==> src/rtl/id_inst_queue_pkg.sv <==
// Shared definitions for the instruction queue between fetch and decode.
// Holds the decode NOP encoding and the default-width queue entry layout.
package id_inst_queue_pkg;

   localparam int          INST_W     = 32;
   localparam int          DEF_XLEN   = 32;
   localparam logic [31:0] BUBBLE_NOP = 32'h0000_0000;

   // Instruction/PC pair as stored in the queue at the default PC width.
   typedef struct packed {
      logic [INST_W-1:0]   inst;
      logic [DEF_XLEN-1:0] pc;
   } entry_t;

endpackage

==> src/rtl/id_queue_fifo.sv <==
// Generic synchronous FIFO with separate occupancy counter and a clear input
// that empties it in one cycle. Callers must not push when full or pop when empty.
module id_queue_fifo #(
   parameter int DEPTH = 4,
   parameter int WIDTH = 64
) (
   input  logic                   clk,
   input  logic                   rst,
   input  logic                   clear,
   input  logic                   push,
   input  logic                   pop,
   input  logic [WIDTH-1:0]       wdata,
   output logic [WIDTH-1:0]       rdata,
   output logic [$clog2(DEPTH):0] count,
   output logic                   full,
   output logic                   empty
);

   localparam int PTR_W = $clog2(DEPTH);
   localparam int CNT_W = PTR_W + 1;

   logic [WIDTH-1:0] mem [DEPTH];
   logic [PTR_W-1:0] wr_ptr;
   logic [PTR_W-1:0] rd_ptr;

   always_ff @(posedge clk) begin
      if (rst || clear) begin
         wr_ptr <= '0;
         rd_ptr <= '0;
         count  <= '0;
      end else begin
         if (push) wr_ptr <= wr_ptr + 1'b1;
         if (pop)  rd_ptr <= rd_ptr + 1'b1;
         case ({push, pop})
            2'b10:   count <= count + 1'b1;
            2'b01:   count <= count - 1'b1;
            default: count <= count;
         endcase
      end
   end

   // Storage has no reset; its content is only visible through a valid head.
   always_ff @(posedge clk) begin
      if (push && !rst && !clear) mem[wr_ptr] <= wdata;
   end

   assign rdata = mem[rd_ptr];
   assign full  = (count == CNT_W'(DEPTH));
   assign empty = (count == '0);

endmodule

==> src/rtl/id_inst_queue.sv <==
// Instruction queue between Icache fetch and decode: buffers inst/PC pairs,
// flushes on taken jumps and blocks fetch for a squash window afterwards.
module id_inst_queue
   import id_inst_queue_pkg::*;
#(
   parameter int          XLEN          = 32,
   parameter int          DEPTH         = 4,
   parameter int          SQUASH_CYCLES = 1,
   parameter logic [31:0] BUBBLE        = BUBBLE_NOP
) (
   input  logic                   clk,
   input  logic                   rst,
   input  logic                   in_valid_i,
   input  logic [31:0]            in_inst_i,
   input  logic [XLEN-1:0]        in_pc_i,
   output logic                   in_ready_o,
   output logic                   out_valid_o,
   output logic [31:0]            out_inst_o,
   output logic [XLEN-1:0]        out_pc_o,
   input  logic                   out_ready_i,
   input  logic                   flush_i,
   output logic [$clog2(DEPTH):0] count_o,
   output logic                   squash_o
);

   localparam int SQ_W = (SQUASH_CYCLES < 1) ? 1 : $clog2(SQUASH_CYCLES + 1);

   typedef struct packed {
      logic [INST_W-1:0] inst;
      logic [XLEN-1:0]   pc;
   } q_entry_t;

   q_entry_t        wr_entry;
   q_entry_t        head;
   logic            push;
   logic            pop;
   logic            full;
   logic            empty;
   logic [SQ_W-1:0] squash_cnt;

   // A flush cycle discards everything, including a fetch or consume in that cycle.
   assign push = in_valid_i && in_ready_o && !flush_i;
   assign pop  = out_valid_o && out_ready_i && !flush_i;

   assign wr_entry.inst = in_inst_i;
   assign wr_entry.pc   = in_pc_i;

   id_queue_fifo #(
      .DEPTH (DEPTH),
      .WIDTH ($bits(q_entry_t))
   ) u_fifo (
      .clk   (clk),
      .rst   (rst),
      .clear (flush_i),
      .push  (push),
      .pop   (pop),
      .wdata (wr_entry),
      .rdata (head),
      .count (count_o),
      .full  (full),
      .empty (empty)
   );

   always_ff @(posedge clk) begin
      if (rst) begin
         squash_cnt <= '0;
      end else if (flush_i) begin
         squash_cnt <= SQ_W'(SQUASH_CYCLES);
      end else if (squash_cnt != '0) begin
         squash_cnt <= squash_cnt - 1'b1;
      end
   end

   assign squash_o    = (squash_cnt != '0);
   assign in_ready_o  = !full && !squash_o;
   assign out_valid_o = !empty;
   assign out_inst_o  = empty ? BUBBLE : head.inst;
   assign out_pc_o    = empty ? '0 : head.pc;

endmodule

==> config.mk <==
export PLATFORM = sky130hd
export DESIGN_NAME = id_inst_queue
export DESIGN_NICKNAME = d
export VERILOG_FILES = /design/src/rtl/id_inst_queue_pkg.sv /design/src/rtl/id_queue_fifo.sv /design/src/rtl/id_inst_queue.sv
export SDC_FILE = /design/constraint.sdc
export NUM_CORES = 1
export LEC_CHECK = 0
export CAP_MARGIN = 25
export CORE_MARGIN = 2
export CORE_UTILIZATION = 49
export DETAILED_ROUTE_END_ITERATION = 10
export GPL_TIMING_DRIVEN = 1
export PLACE_DENSITY = 0.75
export SLEW_MARGIN = 20
export SYNTH_ARGS = -nofsm -noshare
export SYNTH_HDL_FRONTEND = slang
export SYNTH_SLANG_ARGS = --single-unit
export TNS_END_PERCENT = 20
==> constraint.sdc <==
create_clock -name clk -period 2.68 [get_ports clk]
set_input_delay 0.536 -clock clk [delete_from_list [all_inputs] [get_ports clk]]
set_output_delay 0.536 -clock clk [all_outputs]
set_load 0.01 [all_outputs]
==> insert_results.sql <==
INSERT INTO impl_metrics (metric_group, metric, value, unit) VALUES
('critical_path', 'worstPathCellList', 'buf_6, mux4_2, and2_1, dlygate4sd2_1', ''),
('timing', 'final-setup-viol-count', '0', ''),
('place', 'i_o_buffers', '138', ''),
('critical_path', 'crit_end', 'out_inst_o[8]', ''),
('critical_path', 'worst_setup_path_start_kind', 'flop', ''),
('clock_network', 'ctsHtreeMaxLevel', '1', ''),
('critical_path', 'critical_path.slowest_cell', 'mux4_2', ''),
('floorplanning', 'row_count', '52', ''),
('floorplanning', 'floorplan.die.height', '149', 'um'),
('synthesis', 'postSynth.asyncResetShare', '0', '%'),
('routing', 'dr.pass1.iters', '5', ''),
('synthesis', 'synth_area_per_cell', '22.1', 'sq um'),
('place', 'detailedPlacementHpwl', '11.2', 'mm'),
('pwr', 'post-layout-total-power', '8.14', 'mW'),
('clock_network', 'clk-insertion-delay-late', '0.51', 'ns'),
('final_layout', 'stdcell_count', '922', ''),
('routing', 'drc', '0', ''),
('floorplanning', 'design.portCount', '139', ''),
('synthesis', 'syn_nets', '540', ''),
('timing', 'maxSlewHeadroom', '60.6', '%'),
('critical_path', 'cp_slowest_stage_delay', '0.52', 'ns'),
('final_layout', 'layout.cells.most_common', 'edfxtp_1', ''),
('clock_network', 'cts_max_path_bufs', '3', ''),
('timing', 'worst-slew-pin-transition', '0.583', 'ns'),
('status', 'status', 'finished clean', ''),
('final_layout', 'finish.net_count', '709', ''),
('clock_network', 'root_buffer', 'clkbuf_16', ''),
('floorplanning', 'core', '0.0204', 'sq mm'),
('clock_network', 'clk_transition_reported_paths', '0.06', 'ns'),
('clock_network', 'cts_num_sinks', '266', ''),
('timing', 'post-route-period-util', '98.0', '%'),
('routing', 'detail-route-antenna-nets', '0', ''),
('floorplanning', 'die_width', '149', 'um'),
('synthesis', 'yosys_register_bits', '266', ''),
('timing', 'rsz_0062_raised_after_global_routing', 'yes', ''),
('critical_path', 'reg2reg_to', 'u_fifo.count[2]', ''),
('synthesis', 'syn-cell-area', '0.0103', 'sq mm'),
('floorplanning', 'initial_core_util', '50.4', '%'),
('global_routing', 'initial_antenna_violation_count', '2', ''),
('critical_path', 'setup_slack_on_the_worst_flop_to_flop_path', '0.44', 'ns'),
('critical_path', 'path_class', 'reg2out', ''),
('pwr', 'p_per_area', '635', 'mW/mm^2'),
('routing', 'via_per_inst', '5.50', ''),
('pwr', 'leakage', '4.26', 'nW'),
('global_routing', 'grt_pass1_vias', '5531', ''),
('timing', 'whs', '0.544', 'ns'),
('clock_network', 'postCtsHoldBufs', '0', ''),
('final_layout', 'area_delta_synth_final', '24.9', '%'),
('timing', 'fin_skew', '0.0105', 'ns'),
('routing', 'route.final.wire_length', '19.8', 'mm'),
('timing', 'final-hold-violation-count', '0', ''),
('hold_path', 'hold-path-cell-count', '2', ''),
('final_layout', 'layout_common_cells', 'edfxtp_1 (256), clkdlybuf4s50_1 (74), mux4_2 (62), and2_1 (54), clkbuf_16 (27)', ''),
('synthesis', 'synthDistinctLibCells', '27', ''),
('critical_path', 'cp.depth', '4', ''),
('synthesis', 'synth-main-ff-cell', 'edfxtp_1', ''),
('timing', 'timing.final.max_slew_violations', '0', ''),
('critical_path', 'critical_path.max_fanout', '9', ''),
('flow_run', 'number_of_maximum_capacitance_violations', '0', ''),
('place', 'routabilityCongestion', '0.777', ''),
('synthesis', 'postSynthCellCount', '465', ''),
('global_routing', 'grt_first_pass_wirelength', '30.7', 'mm'),
('critical_path', 'crit_path_end_kind', 'output port', ''),
('place', 'placed_cells', '866', ''),
('routing', 'avgRoutedWirePerCell', '21.4', 'um'),
('global_routing', 'grt_util_all_layers', '18.4', '%'),
('hold_path', 'timing.hold.worst.class', 'reg2reg', ''),
('critical_path', 'worstPathRequired', '2.14', 'ns'),
('timing', 'layout_min_cycle_time', '2.63', 'ns'),
('routing', 'via_count', '5071', ''),
('synthesis', 'synth.yosys.warnings', '0', '');
==> metal layers <==
metal / vias to the layer above / global-route usage, % / share of wire [%]
met5: - / 0 / 0
met2: 177 / 31.7 / 51
met3: 36 / 2.94 / 6.0
met1: 2638 / 24.4 / 41
met4: 0 / 5.52 / 2.2
li1: 2220 / - / -
==> cell families after synthesis <==
| group | after synthesis | synth area share [%] |
|---|---|---|
| DFF | 266 | 76.9 |
| and+or+nand+nor | 89 | 5.19 |
| muxes | 64 | 14.2 |
| buffers and inverters | 27 | 2.11 |
| AOI/OAI and AO/OA | 9 | 0.500 |
| adders and majority gates | 6 | 0.805 |
| xor gates and xnor gates | 4 | 0.341 |
==> registers in the layout, summed over array words and instances (netlist names), named ones only <==
| name | count |
|---|---|
| squash_o | 1 |
| u_fifo.count | 3 |
| u_fifo.wr_ptr | 2 |
| u_fifo.mem | 256 |
| u_fifo.rd_ptr | 2 |
==> worst register-to-register path: cells and delay by family, from the launching register on <==
family                   cells  cell delay, ns
flip-flops                   1            0.45
XOR/XNOR                     1            0.16
adder cells (fa/ha/maj)      2            0.55
AND/OR/NAND/NOR              3            0.62
buffers and inverters        2            0.22
AO/OA/AOI/OAI                1            0.15
==> metrics by stage <==
stage | worst slack, ns | util (%) | cell area [sq um] | setup TNS, ns
floorplan | -0.0651 | - | 10300 | -12.49
global route | -0.0228 | 63.0 | 12800 | -0.0575
finish | 0.0543 | 63.0 | 12800 | 0
CTS | -0.102 | 63.7 | 13000 | -0.532
global placement | 0.220 | 59.2 | 12100 | 0
detailed placement | 0.133 | 59.2 | 12100 | 0
==> how the worst min path moves through the flow <==
stage | start | to | slack [ns]
finish | u_fifo.wr_ptr[1] | u_fifo.wr_ptr[1] | 0.54
global route | u_fifo.wr_ptr[1] | u_fifo.wr_ptr[1] | 0.57
CTS | u_fifo.wr_ptr[1] | u_fifo.wr_ptr[1] | 0.53
detailed placement | u_fifo.wr_ptr[1] | u_fifo.wr_ptr[1] | 0.52
global placement | u_fifo.wr_ptr[0] | u_fifo.wr_ptr[0] | 0.51
floorplan | u_fifo.wr_ptr[0] | u_fifo.wr_ptr[0] | 0.48
==> Yosys cell counts, drive strengths merged (2+ instances only) <==
master,count,area (sq um)
clkbuf,9,36.3
dfxtp,10,200
or3,3,18.8
a21oi,4,20.0
nand3,2,10.0
nor2,10,37.5
buf,13,161
nor2b,2,12.5
ha,5,62.6
xor2,4,35.0
mux4,64,1460
o21ai,3,15.0
edfxtp,256,7690
inv,5,18.8
and3,4,25.0
and2,64,400
==> report_power, final <==
part	switching [mW]	internal (mW)	leakage, nW
Combinational	0.151	0.186	1.51
Clock	1.36	1.84	0.359
Sequential	0.0111	4.59	2.39
==> final cells by class <==
| class | instances | area [sq um] |
|---|---|---|
| Fill cell | 1378 | 7540 |
| Sequential cell | 266 | 7900 |
| Tap cell | 270 | 338 |
| Multi-Input combinational cell | 172 | 2200 |
| Clock inverter | 5 | 21.3 |
| Inverter | 5 | 18.8 |
| Timing Repair Buffer | 163 | 1620 |
| Clock buffer | 39 | 721 |
| Antenna cell | 2 | 5.00 |
==> timing repair <==
action | 4_1_cts | 5_1_grt
gates resized for setup | 178 | 25
setup endpoints to repair | 65 | 46
cloned | 4 | 0
setup buffers | 11 | 0
pin swaps | 3 | 0
No activity file was read; power rests on OpenSTA's default activity.
